$ cat src/rtl/ptp_ts_queue_pkg.sv
// Shared definitions for the PTP timestamp queue: entry field widths and offsets,
// head-entry read word indices (also used by tsu_mx consumers) and helpers.
package ptp_ts_queue_pkg;

    localparam int unsigned TS_W    = 80;
    localparam int unsigned FRAC_W  = 16;
    localparam int unsigned SEQ_W   = 16;
    localparam int unsigned MTYPE_W = 4;
    localparam int unsigned SPI_W   = 80;
    localparam int unsigned ENTRY_W = TS_W + FRAC_W + SEQ_W + MTYPE_W + SPI_W;

    // Entry layout, LSB first: {spi, messageType, seqId, frac_ns, ts}
    localparam int unsigned TS_LSB    = 0;
    localparam int unsigned FRAC_LSB  = TS_LSB + TS_W;
    localparam int unsigned SEQ_LSB   = FRAC_LSB + FRAC_W;
    localparam int unsigned MTYPE_LSB = SEQ_LSB + SEQ_W;
    localparam int unsigned SPI_LSB   = MTYPE_LSB + MTYPE_W;

    localparam logic [2:0] RD_NS          = 3'd0;
    localparam logic [2:0] RD_SEC_LO      = 3'd1;
    localparam logic [2:0] RD_FRAC_SEC_HI = 3'd2;
    localparam logic [2:0] RD_SEQ_TYPE    = 3'd3;
    localparam logic [2:0] RD_SPI_LO      = 3'd4;
    localparam logic [2:0] RD_SPI_MID     = 3'd5;
    localparam logic [2:0] RD_SPI_HI      = 3'd6;
    localparam logic [2:0] RD_STATUS      = 3'd7;

    function automatic logic [ENTRY_W-1:0] pack_entry(
        input logic [SPI_W-1:0]   spi,
        input logic [MTYPE_W-1:0] mtype,
        input logic [SEQ_W-1:0]   seq_id,
        input logic [FRAC_W-1:0]  frac_ns,
        input logic [TS_W-1:0]    ts
    );
        return {spi, mtype, seq_id, frac_ns, ts};
    endfunction

    function automatic logic [31:0] status_word(
        input logic       ovf,
        input logic       full,
        input logic       empty,
        input logic [4:0] level
    );
        return {24'h0, ovf, full, empty, level};
    endfunction

endpackage

$ cat src/rtl/ptp_ts_queue_if.sv
// Push/pop/control and status bundle of the PTP timestamp queue.
// The slave side is the queue itself; the master side is the TSU / CPU logic.
interface ptp_ts_queue_if;
    import ptp_ts_queue_pkg::*;

    logic                ts_push_i;
    logic [TS_W-1:0]     ts_i;
    logic [FRAC_W-1:0]   ts_frac_ns_i;
    logic [SEQ_W-1:0]    seqId_i;
    logic [MTYPE_W-1:0]  messageType_i;
    logic [SPI_W-1:0]    sourcePortIdentity_i;
    logic                pop_i;
    logic                flush_i;
    logic                clr_ovf_i;
    logic                int_en_i;
    logic [2:0]          rd_sel_i;
    logic [31:0]         rd_data_o;
    logic [4:0]          level_o;
    logic                empty_o;
    logic                full_o;
    logic                ovf_o;
    logic                int_o;

    modport master (
        output ts_push_i, ts_i, ts_frac_ns_i, seqId_i, messageType_i, sourcePortIdentity_i,
        output pop_i, flush_i, clr_ovf_i, int_en_i, rd_sel_i,
        input  rd_data_o, level_o, empty_o, full_o, ovf_o, int_o
    );

    modport slave (
        input  ts_push_i, ts_i, ts_frac_ns_i, seqId_i, messageType_i, sourcePortIdentity_i,
        input  pop_i, flush_i, clr_ovf_i, int_en_i, rd_sel_i,
        output rd_data_o, level_o, empty_o, full_o, ovf_o, int_o
    );

endinterface

$ cat src/rtl/ptp_ts_queue_mem.sv
// Timestamp entry storage: DEPTH x ENTRY_W register array, one write port,
// one asynchronous read port. Contents are deliberately not reset.
module ptp_ts_queue_mem
    import ptp_ts_queue_pkg::*;
#(
    parameter int DEPTH = 4,
    parameter int AW    = 2
) (
    input  logic               clk_i,
    input  logic               we_i,
    input  logic [AW-1:0]      waddr_i,
    input  logic [ENTRY_W-1:0] wdata_i,
    input  logic [AW-1:0]      raddr_i,
    output logic [ENTRY_W-1:0] rdata_o
);

    logic [ENTRY_W-1:0] mem_q [DEPTH];

    // Entry write port
    always_ff @(posedge clk_i) begin
        if (we_i) begin
            mem_q[waddr_i] <= wdata_i;
        end
    end

    assign rdata_o = mem_q[raddr_i];

endmodule

$ cat src/rtl/ptp_ts_queue.sv
// PTP timestamp queue: pointer, level, overflow and interrupt control plus the
// registered head-entry read mux; storage lives in ptp_ts_queue_mem.
module ptp_ts_queue
    import ptp_ts_queue_pkg::*;
#(
    parameter int DEPTH = 4
) (
    input  logic          rtc_clk,
    input  logic          rtc_rst_n,
    ptp_ts_queue_if.slave bus
);

    localparam int AW = (DEPTH > 1) ? $clog2(DEPTH) : 1;

    logic [AW-1:0]      wr_ptr_q, wr_ptr_d, rd_ptr_q, rd_ptr_d;
    logic [4:0]         level_q, level_d;
    logic               ovf_q, ovf_d;
    logic               int_q, int_d;
    logic [31:0]        rd_data_q, rd_data_d, mux_s;
    logic               empty_s, full_s, do_push_s, do_pop_s, ovf_set_s, we_s;
    logic [ENTRY_W-1:0] entry_s, head_s;

    assign empty_s   = (level_q == 5'd0);
    assign full_s    = (level_q == 5'(DEPTH));
    assign do_pop_s  = bus.pop_i & ~empty_s;
    // A pop in the same cycle frees the slot a full queue needs for the push
    assign do_push_s = bus.ts_push_i & (~full_s | bus.pop_i);
    assign ovf_set_s = bus.ts_push_i & full_s & ~bus.pop_i;
    assign we_s      = do_push_s & ~bus.flush_i;
    assign int_d     = bus.int_en_i & ~empty_s;

    assign entry_s = pack_entry(bus.sourcePortIdentity_i, bus.messageType_i, bus.seqId_i,
                                bus.ts_frac_ns_i, bus.ts_i);

    ptp_ts_queue_mem #(
        .DEPTH (DEPTH),
        .AW    (AW)
    ) u_mem (
        .clk_i   (rtc_clk),
        .we_i    (we_s),
        .waddr_i (wr_ptr_q),
        .wdata_i (entry_s),
        .raddr_i (rd_ptr_q),
        .rdata_o (head_s)
    );

    // Pointer, level and overflow next state; flush overrides everything else
    always_comb begin
        wr_ptr_d = wr_ptr_q;
        rd_ptr_d = rd_ptr_q;
        level_d  = level_q;
        ovf_d    = ovf_q;
        if (bus.flush_i) begin
            wr_ptr_d = '0;
            rd_ptr_d = '0;
            level_d  = 5'd0;
            ovf_d    = 1'b0;
        end else begin
            if (do_push_s) begin
                wr_ptr_d = wr_ptr_q + AW'(1);
            end else begin
                wr_ptr_d = wr_ptr_q;
            end
            if (do_pop_s) begin
                rd_ptr_d = rd_ptr_q + AW'(1);
            end else begin
                rd_ptr_d = rd_ptr_q;
            end
            level_d = level_q + {4'd0, do_push_s} - {4'd0, do_pop_s};
            if (ovf_set_s) begin
                ovf_d = 1'b1;
            end else if (bus.clr_ovf_i) begin
                ovf_d = 1'b0;
            end else begin
                ovf_d = ovf_q;
            end
        end
    end

    // Head-entry word select; entry words are masked while nothing is queued
    always_comb begin
        mux_s = 32'h0;
        case (bus.rd_sel_i)
            RD_NS:          mux_s = head_s[TS_LSB +: 32];
            RD_SEC_LO:      mux_s = head_s[TS_LSB + 32 +: 32];
            RD_FRAC_SEC_HI: mux_s = {head_s[FRAC_LSB +: FRAC_W], head_s[TS_LSB + 64 +: 16]};
            RD_SEQ_TYPE:    mux_s = {head_s[SEQ_LSB +: SEQ_W], 12'h0, head_s[MTYPE_LSB +: MTYPE_W]};
            RD_SPI_LO:      mux_s = head_s[SPI_LSB +: 32];
            RD_SPI_MID:     mux_s = head_s[SPI_LSB + 32 +: 32];
            RD_SPI_HI:      mux_s = {16'h0, head_s[SPI_LSB + 64 +: 16]};
            RD_STATUS:      mux_s = status_word(ovf_q, full_s, empty_s, level_q);
            default:        mux_s = 32'h0;
        endcase
        if (empty_s && (bus.rd_sel_i != RD_STATUS)) begin
            rd_data_d = 32'h0;
        end else begin
            rd_data_d = mux_s;
        end
    end

    // State and output registers
    always_ff @(posedge rtc_clk or negedge rtc_rst_n) begin
        if (!rtc_rst_n) begin
            wr_ptr_q  <= '0;
            rd_ptr_q  <= '0;
            level_q   <= 5'd0;
            ovf_q     <= 1'b0;
            int_q     <= 1'b0;
            rd_data_q <= 32'h0;
        end else begin
            wr_ptr_q  <= wr_ptr_d;
            rd_ptr_q  <= rd_ptr_d;
            level_q   <= level_d;
            ovf_q     <= ovf_d;
            int_q     <= int_d;
            rd_data_q <= rd_data_d;
        end
    end

    assign bus.rd_data_o = rd_data_q;
    assign bus.level_o   = level_q;
    assign bus.empty_o   = empty_s;
    assign bus.full_o    = full_s;
    assign bus.ovf_o     = ovf_q;
    assign bus.int_o     = int_q;

endmodule

$ cat src/flat_wrapper.sv
// flat-port wrapper written by rule: the top's interface ports become plain ports
module ptp_ts_queue_flat import ptp_ts_queue_pkg::*;
#(
    parameter int DEPTH = 4
)
  (rtc_clk, rtc_rst_n, bus_ts_push_i, bus_ts_i, bus_ts_frac_ns_i, bus_seqId_i, bus_messageType_i, bus_sourcePortIdentity_i, bus_pop_i, bus_flush_i, bus_clr_ovf_i, bus_int_en_i, bus_rd_sel_i, bus_rd_data_o, bus_level_o, bus_empty_o, bus_full_o, bus_ovf_o, bus_int_o);
  ptp_ts_queue_if bus_i ();
  input  logic rtc_clk;
  input  logic rtc_rst_n;
  input wire logic [$bits(bus_i.ts_push_i)-1:0] bus_ts_push_i;
  input wire logic [$bits(bus_i.ts_i)-1:0] bus_ts_i;
  input wire logic [$bits(bus_i.ts_frac_ns_i)-1:0] bus_ts_frac_ns_i;
  input wire logic [$bits(bus_i.seqId_i)-1:0] bus_seqId_i;
  input wire logic [$bits(bus_i.messageType_i)-1:0] bus_messageType_i;
  input wire logic [$bits(bus_i.sourcePortIdentity_i)-1:0] bus_sourcePortIdentity_i;
  input wire logic [$bits(bus_i.pop_i)-1:0] bus_pop_i;
  input wire logic [$bits(bus_i.flush_i)-1:0] bus_flush_i;
  input wire logic [$bits(bus_i.clr_ovf_i)-1:0] bus_clr_ovf_i;
  input wire logic [$bits(bus_i.int_en_i)-1:0] bus_int_en_i;
  input wire logic [$bits(bus_i.rd_sel_i)-1:0] bus_rd_sel_i;
  output wire logic [$bits(bus_i.rd_data_o)-1:0] bus_rd_data_o;
  output wire logic [$bits(bus_i.level_o)-1:0] bus_level_o;
  output wire logic [$bits(bus_i.empty_o)-1:0] bus_empty_o;
  output wire logic [$bits(bus_i.full_o)-1:0] bus_full_o;
  output wire logic [$bits(bus_i.ovf_o)-1:0] bus_ovf_o;
  output wire logic [$bits(bus_i.int_o)-1:0] bus_int_o;
  assign bus_i.ts_push_i = bus_ts_push_i;
  assign bus_i.ts_i = bus_ts_i;
  assign bus_i.ts_frac_ns_i = bus_ts_frac_ns_i;
  assign bus_i.seqId_i = bus_seqId_i;
  assign bus_i.messageType_i = bus_messageType_i;
  assign bus_i.sourcePortIdentity_i = bus_sourcePortIdentity_i;
  assign bus_i.pop_i = bus_pop_i;
  assign bus_i.flush_i = bus_flush_i;
  assign bus_i.clr_ovf_i = bus_clr_ovf_i;
  assign bus_i.int_en_i = bus_int_en_i;
  assign bus_i.rd_sel_i = bus_rd_sel_i;
  assign bus_rd_data_o = bus_i.rd_data_o;
  assign bus_level_o = bus_i.level_o;
  assign bus_empty_o = bus_i.empty_o;
  assign bus_full_o = bus_i.full_o;
  assign bus_ovf_o = bus_i.ovf_o;
  assign bus_int_o = bus_i.int_o;
  ptp_ts_queue #(.DEPTH(DEPTH)) u_core (.rtc_clk(rtc_clk), .rtc_rst_n(rtc_rst_n), .bus(bus_i));
endmodule
$ cat config.mk
export PLATFORM = sky130hd
export DESIGN_NAME = ptp_ts_queue_flat
export DESIGN_NICKNAME = d
export VERILOG_FILES = /design/src/rtl/ptp_ts_queue_pkg.sv /design/src/rtl/ptp_ts_queue_if.sv /design/src/rtl/ptp_ts_queue_mem.sv /design/src/rtl/ptp_ts_queue.sv /design/src/flat_wrapper.sv
export SDC_FILE = /design/constraint.sdc
export NUM_CORES = 1
export LEC_CHECK = 0
export CAP_MARGIN = 0
export CORE_MARGIN = 3
export CORE_UTILIZATION = 45
export CTS_CLUSTER_SIZE = 28
export DETAILED_ROUTE_END_ITERATION = 7
export PLACE_DENSITY_LB_ADDON = 0.08
export SYNTH_ARGS = -nofsm -noshare
export SYNTH_HDL_FRONTEND = slang
export SYNTH_SLANG_ARGS = --single-unit
$ cat constraint.sdc
create_clock -name rtc_clk -period 15.2 [get_ports rtc_clk]
set_input_delay 4.56 -clock rtc_clk [delete_from_list [all_inputs] [get_ports rtc_clk]]
set_output_delay 4.56 -clock rtc_clk [all_outputs]
set_load 0.005 [all_outputs]
==> results of run 1 <==
registers in the layout, summed over array words and instances, names as in the netlist:
| name | flops |
|---|---|
| u_core.bus.level_o | 5 |
| u_core.bus.ovf_o | 1 |
| u_core.wr_ptr_q | 2 |
| u_core.rd_ptr_q | 2 |
| u_core.bus.int_o | 1 |
| u_core.bus.rd_data_o | 32 |
| u_core.u_mem.mem_q | 784 |
cells in the mapped netlist (5+ instances only):
library cell | count | share of area
dfrtp_1 | 43 | 0.034
buf_4 | 13 | 0.0031
mux2i_1 | 166 | 0.053
nor2_1 | 45 | 0.0054
ha_1 | 10 | 0.0040
a211oi_1 | 8 | 0.0019
a22oi_1 | 46 | 0.011
inv_1 | 14 | 0.0017
edfxtp_1 | 784 | 0.75
mux4_2 | 114 | 0.082
nor2b_1 | 7 | 0.0014
nor4_1 | 13 | 0.0026
nor3_1 | 9 | 0.0014
buf_6 | 7 | 0.0025
a31oi_1 | 15 | 0.0030
nand2_1 | 24 | 0.0029
nand3_1 | 5 | 0.00080
a21oi_1 | 22 | 0.0035
clkbuf_1 | 24 | 0.0029
o21ai_0 | 48 | 0.0076
buf_2 | 34 | 0.0054
and2_1 | 7 | 0.0014
o22ai_1 | 44 | 0.0088
power breakdown:
part           switching, mW  leakage, nW  internal (mW)
Clock                  0.852         1.38           1.26
Sequential            0.0873         7.67           2.64
Combinational          0.529         2.84          0.483
Total                   1.47         11.9           4.38
final timing paths:
kind | startpoint | slack [ns] | end
min in group asynchronous | rtc_rst_n | 4.13 | u_core.bus.rd_data_o[26]
hold reg to reg | u_core.wr_ptr_q[1] | 0.62 | u_core.wr_ptr_q[1]
setup / recovery | bus_pop_i | 7.42 | u_core.u_mem.mem_q[2][69]
setup reg to reg | u_core.bus.level_o[3] | 11.11 | u_core.u_mem.mem_q[2][69]
max in group asynchronous | rtc_rst_n | 10.42 | u_core.rd_ptr_q[1]
hold / removal | u_core.wr_ptr_q[1] | 0.62 | u_core.wr_ptr_q[1]
logic make-up after synthesis:
kind of cell	count (synthesis)	synth area share
DFF	827	0.784
muxes	283	0.136
AOI/OAI and AO/OA	189	0.0374
and+or+nand+nor	133	0.0211
buffers and inverters	94	0.0158
adders and majority gates	11	0.00462
xor gates and xnor gates	6	0.00167
through the flow:
| step | instances | total power, mW |
|---|---|---|
| after floorplan | 1543 | 3.39 |
| after global placement | 2673 | 3.80 |
| after detailed placement | 2673 | 3.80 |
| after CTS | 2834 | 5.92 |
| after global routing | 2836 | 6.08 |
| final | 2838 | 5.85 |
worst min-delay path: cells and delay by family, from the launching register on:
family           cells  cell delay [ns]
multiplexers         1             0.09
flip-flops           1             0.41
AND/OR/NAND/NOR      1             0.08
cell type report:
| cell class | instances | share of cell area |
|---|---|---|
| flip-flops and latches | 827 | 0.652 |
| multi-input cells | 622 | 0.167 |
| repair buffers | 279 | 0.0720 |
| clock buffers | 109 | 0.0618 |
| well taps | 931 | 0.0309 |
| clock inverters | 52 | 0.0141 |
| inverters | 14 | 0.00139 |
| diodes | 4 | 0.000265 |
routing by layer:
| metal | global-route usage | share of wire | vias up |
|---|---|---|---|
| li1 | - | - | 6927 |
| met5 | 0 | 0.00036 | - |
| met2 | 0.309 | 0.46 | 517 |
| met1 | 0.310 | 0.46 | 8261 |
| met4 | 0.0531 | 0.018 | 4 |
| met3 | 0.0434 | 0.068 | 100 |
==> flow_metrics.env, run 1 <==
export IMPL_post_route_worst_setup_slack_ns=7.42
export IMPL_postCtsHoldBufs=0
export IMPL_cp_top_family="buffers and inverters"
export IMPL_nFillCells=5316
export IMPL_die_area_mm2=0.0730
export IMPL_p_leak_nw=11.9
export IMPL_async_flop_share=0.0520
export IMPL_post_cts_setup_buffer_count=0
export IMPL_dpl_cell_area_mm2=0.0349
export IMPL_reg2regPathDepth=8
export IMPL_numCtsBuffers=86
export IMPL_post_route_min_period_ns=7.78
export IMPL_drv_cap=0
export IMPL_vias_per_cell=5.57
export IMPL_htreeDepth=3
export IMPL_crit_buf_inv=3
export IMPL_die_height_um=270
export IMPL_grt_util_all_layers=0.206
export IMPL_synth_cells=1543
export IMPL_num_vias=15800
export IMPL_drt_total_wl_mm=75.6
export IMPL_initial_core_util=0.456
export IMPL_end_kind="register"
export IMPL_antenna_found_initial=7
export IMPL_setup_violations=0
export IMPL_post_drt_wl_per_cell_um=26.7
export IMPL_yosysWarnings=0
export IMPL_io_buffers=246
export IMPL_tightest_slew_ns=1.08
export IMPL_num_nets_final=2047
export IMPL_fmax_ghz=0.129
export IMPL_worstPathRequired_ns=15.44
export IMPL_cts_sinks=827
export IMPL_seq_area_mm2=0.0246
export IMPL_insertion_delay_ns=0.62
export IMPL_cts_root_buf="clkbuf_16"
export IMPL_clk_pin_slew_ns=0.06
export IMPL_std_cell_rows=96
export IMPL_top_level_ports=247
export IMPL_yosysSeqAreaShare=0.784
export IMPL_crit_cells=6
export IMPL_crit_type="input pin to register"
export IMPL_fin_crit_sh=0.512
export IMPL_pre_cts_ws_ns=6.76
export IMPL_first_pass_iters=5
export IMPL_finClkSkew_ns=0.0180
export IMPL_cts_max_path_buffers=3
export IMPL_die_x_um=270
export IMPL_synth_edf_count=784
export IMPL_syn_area_mm2=0.0314
export IMPL_core_mm2=0.0688
export IMPL_layout_common_cells="edfxtp_1 (784), clkdlybuf4s50_1 (245), mux2i_1 (166)"
export IMPL_synthFlopType="edfxtp_1"
export IMPL_layout_drive_gt1_share=0.150
export IMPL_route_detailed_drc=0
export IMPL_syn_area_per_cell_um2=20.4
export IMPL_grt_pass1_vias=16100
export IMPL_grt_max_degree=82
export IMPL_cts_resized=0
export IMPL_setup_tns_ns=0
export IMPL_worstPathArrival_ns=8.02
export IMPL_worst_setup_path_start_kind="input pin"
export IMPL_outcome="finished, final reports clean"
export IMPL_worstHoldPathType="register to register"
export IMPL_cts_tree="built"
export IMPL_hpwlAfterDp_mm=46.4
export IMPL_slew_headroom=0.275
export IMPL_min_path_cells=2
export IMPL_globalplace_congestion=0.762
export IMPL_area_delta_synth_final_pct=20.2
export IMPL_final_common_cell="edfxtp_1"
export IMPL_finalHoldViolCount=0
export IMPL_fin_area_mm2=0.0378
export IMPL_ant_nets=0
export IMPL_path_max_fanout=60
export IMPL_cp_slowest_stage_delay_ns=0.84
export IMPL_whs_ns=0.620
export IMPL_synth_distinct_cells=43
export IMPL_grt_pass1_wl_mm=110
export IMPL_synth_fp_nets=1760
export IMPL_drt_iter0_markers=1345
export IMPL_multi_input_area_mm2=0.00632
export IMPL_vdd_drop_max_v=0.0000985
export IMPL_cp_cell_sequence="clkdlybuf4s50_1 -> o21ai_0 -> nor2_1 -> and2_4 -> buf_4 -> buf_4"
export IMPL_synth_seq_cells=827
export IMPL_crit_path_frequent_cell="buf_4"
export IMPL_critPathSlowestCell="buf_4"
export IMPL_utilization=0.549
export IMPL_powerDensity_mw_per_mm2=155
export IMPL_grt_overflow=0
export IMPL_rsz0062_at_grt="no"
export IMPL_drv_slew=0
(Power assumes the default switching activity.)
==> inputs of run 2 (changes only) <==
==> constraint.sdc (replaced) <==
create_clock -name rtc_clk -period 7.3 [get_ports rtc_clk]
set_input_delay 2.19 -clock rtc_clk [delete_from_list [all_inputs] [get_ports rtc_clk]]
set_output_delay 2.19 -clock rtc_clk [all_outputs]
set_load 0.005 [all_outputs]
==> run 2 against run 1 <==
Net effect:
- die area stayed put
- sequential power is 110% higher
- worst setup slack worse by 5.1 ns
- clock skew is 0.0016 ns lower
- flip-flop and latch count stayed put
- cell area is 0.55% lower
- non-clock buffer count is 3 lower
- critical path depth is 1 lower
- critical path type unchanged
- critical endpoint is now u_core.bus.rd_data_o[29]
==> flow_metrics.env, run 2 (synthesis results as in run 1) <==
export IMPL_cp_top_family="simple AND/OR/NAND/NOR gates"
export IMPL_tightest_slew_ns=1.40
export IMPL_layout_cells_non_filler=2828
export IMPL_worstHoldPathType="register to register"
export IMPL_fmax_ghz=0.202
export IMPL_post_cts_setup_buffer_count=0
export IMPL_worst_setup_path_start_kind="input pin"
export IMPL_io_buffers=246
export IMPL_grt_pass1_vias=15800
export IMPL_cp_cell_sequence="clkdlybuf4s50_1 -> nor2b_1 -> nor2b_2 -> a22oi_1 -> a21oi_1"
export IMPL_pre_cts_ws_ns=1.80
export IMPL_cts_resized=0
export IMPL_setup_tns_ns=0
export IMPL_worstPathArrival_ns=5.47
export IMPL_cts_tree="built"
export IMPL_critPathSlowestCell="nor2b_2"
export IMPL_finClkSkew_ns=0.0164
export IMPL_setup_violations=0
export IMPL_cts_sinks=827
export IMPL_postCtsHoldBufs=0
export IMPL_clk_pin_slew_ns=0.06
export IMPL_post_route_min_period_ns=4.94
export IMPL_std_cell_rows=96
export IMPL_hpwlAfterDp_mm=46.8
export IMPL_outcome="finished, final reports clean"
export IMPL_core_mm2=0.0688
export IMPL_initial_core_util=0.456
export IMPL_vdd_drop_max_v=0.000187
export IMPL_ant_nets=0
export IMPL_rsz0062_at_grt="no"
export IMPL_worstPathRequired_ns=7.83
export IMPL_post_route_worst_setup_slack_ns=2.36
export IMPL_vias_per_cell=5.52
export IMPL_fin_crit_sh=0.677
export IMPL_grt_pass1_wl_mm=109
export IMPL_drv_slew=0
export IMPL_largest_register_ffs=784
export IMPL_area_delta_synth_final_pct=19.5
export IMPL_die_height_um=270
export IMPL_die_x_um=270
export IMPL_crit_type="input pin to register"
export IMPL_route_detailed_drc=0
export IMPL_cts_max_path_buffers=3
export IMPL_post_drt_wl_per_cell_um=26.7
export IMPL_cts_root_buf="clkbuf_16"
export IMPL_num_nets_final=2043
export IMPL_die_area_mm2=0.0730
export IMPL_regMostFlops="u_core.u_mem.mem_q"
export IMPL_layout_drive_gt1_share=0.142
export IMPL_path_max_fanout=21
export IMPL_dp_cells=2670
export IMPL_drv_cap=0
export IMPL_slew_headroom=0.0633
export IMPL_top_level_ports=247
export IMPL_grt_overflow=0
export IMPL_antenna_found_initial=5
export IMPL_final_common_cell="edfxtp_1"
export IMPL_grt_util_all_layers=0.205
export IMPL_finalHoldViolCount=0
export IMPL_powerDensity_mw_per_mm2=317
export IMPL_drt_iter0_markers=1396
export IMPL_p_leak_nw=11.8
export IMPL_num_vias=15600
export IMPL_end_kind="register"
export IMPL_globalplace_congestion=0.775
export IMPL_layout_common_cells="edfxtp_1 (784), clkdlybuf4s50_1 (245), mux2i_1 (166)"
export IMPL_first_pass_iters=5
export IMPL_grt_max_degree=129
export IMPL_whs_ns=0.612
export IMPL_drt_total_wl_mm=75.6
export IMPL_htreeDepth=3
export IMPL_crit_buf_inv=1
export IMPL_numCtsBuffers=85
export IMPL_cp_slowest_stage_delay_ns=1.15
export IMPL_insertion_delay_ns=0.62
## run 2: cell count changes in the layout (fill, tap and decap cells not counted), sizes merged
cell      delta
clkbuf       +8
clkinv       -3
bufinv       -6
clkinvlp     -6
inv          +3
buf          -3
diode        -3
## run 2: final timing paths
path | start | endpoint | slack [ns] | depth (start not counted)
max reg2reg | u_core.rd_ptr_q[0] | u_core.bus.rd_data_o[29] | 3.98 | 4
min | u_core.wr_ptr_q[1] | u_core.wr_ptr_q[1] | 0.61 | 2
min in group asynchronous | rtc_rst_n | u_core.bus.level_o[3] | 1.73 | 2
min reg2reg | u_core.wr_ptr_q[1] | u_core.wr_ptr_q[1] | 0.61 | 2
max in group asynchronous | rtc_rst_n | u_core.rd_ptr_q[0] | 4.97 | 2
max | bus_rd_sel_i[2] | u_core.bus.rd_data_o[29] | 2.36 | 5
## run 2: layout make-up
cell class              instances  area [um^2]
flip-flops and latches        827        24600
well taps                     931         1160
inverters                      14         52.6
repair buffers                276         2760
clock buffers                 117         2330
fillers                      5353        31300
multi-input cells             622         6320
diodes                          1         2.50
clock inverters                40          299
## run 2: worst min-delay path, cell delays in order, from the launching register on
cell and delay [ns]:
dfrtp_1 0.40, mux2i_1 0.09, nor2_1 0.08
## run 2: where the power goes
group / switching, mW / internal, mW / leakage, nW
clock: 1.74 / 2.37 / 1.29
sequential: 0.230 / 5.50 / 7.67
combinational: 1.07 / 1.01 / 2.84
## run 2: metal layers
metal | GRT usage | wire length [um]
met5 | 0 | 9
met4 | 0.0478 | 1170
met3 | 0.0314 | 3780
met2 | 0.309 | 35300
met1 | 0.316 | 35300
## run 2: stage by stage
step                instance area (um^2)   util  total power [mW]
finish                             37500  0.546              11.9
global route                       37500  0.546              12.4
CTS                                37500  0.546              12.1
detailed placement                 34900  0.507              7.94
global placement                   34900  0.507              7.93
floorplan                          31400      -              7.03
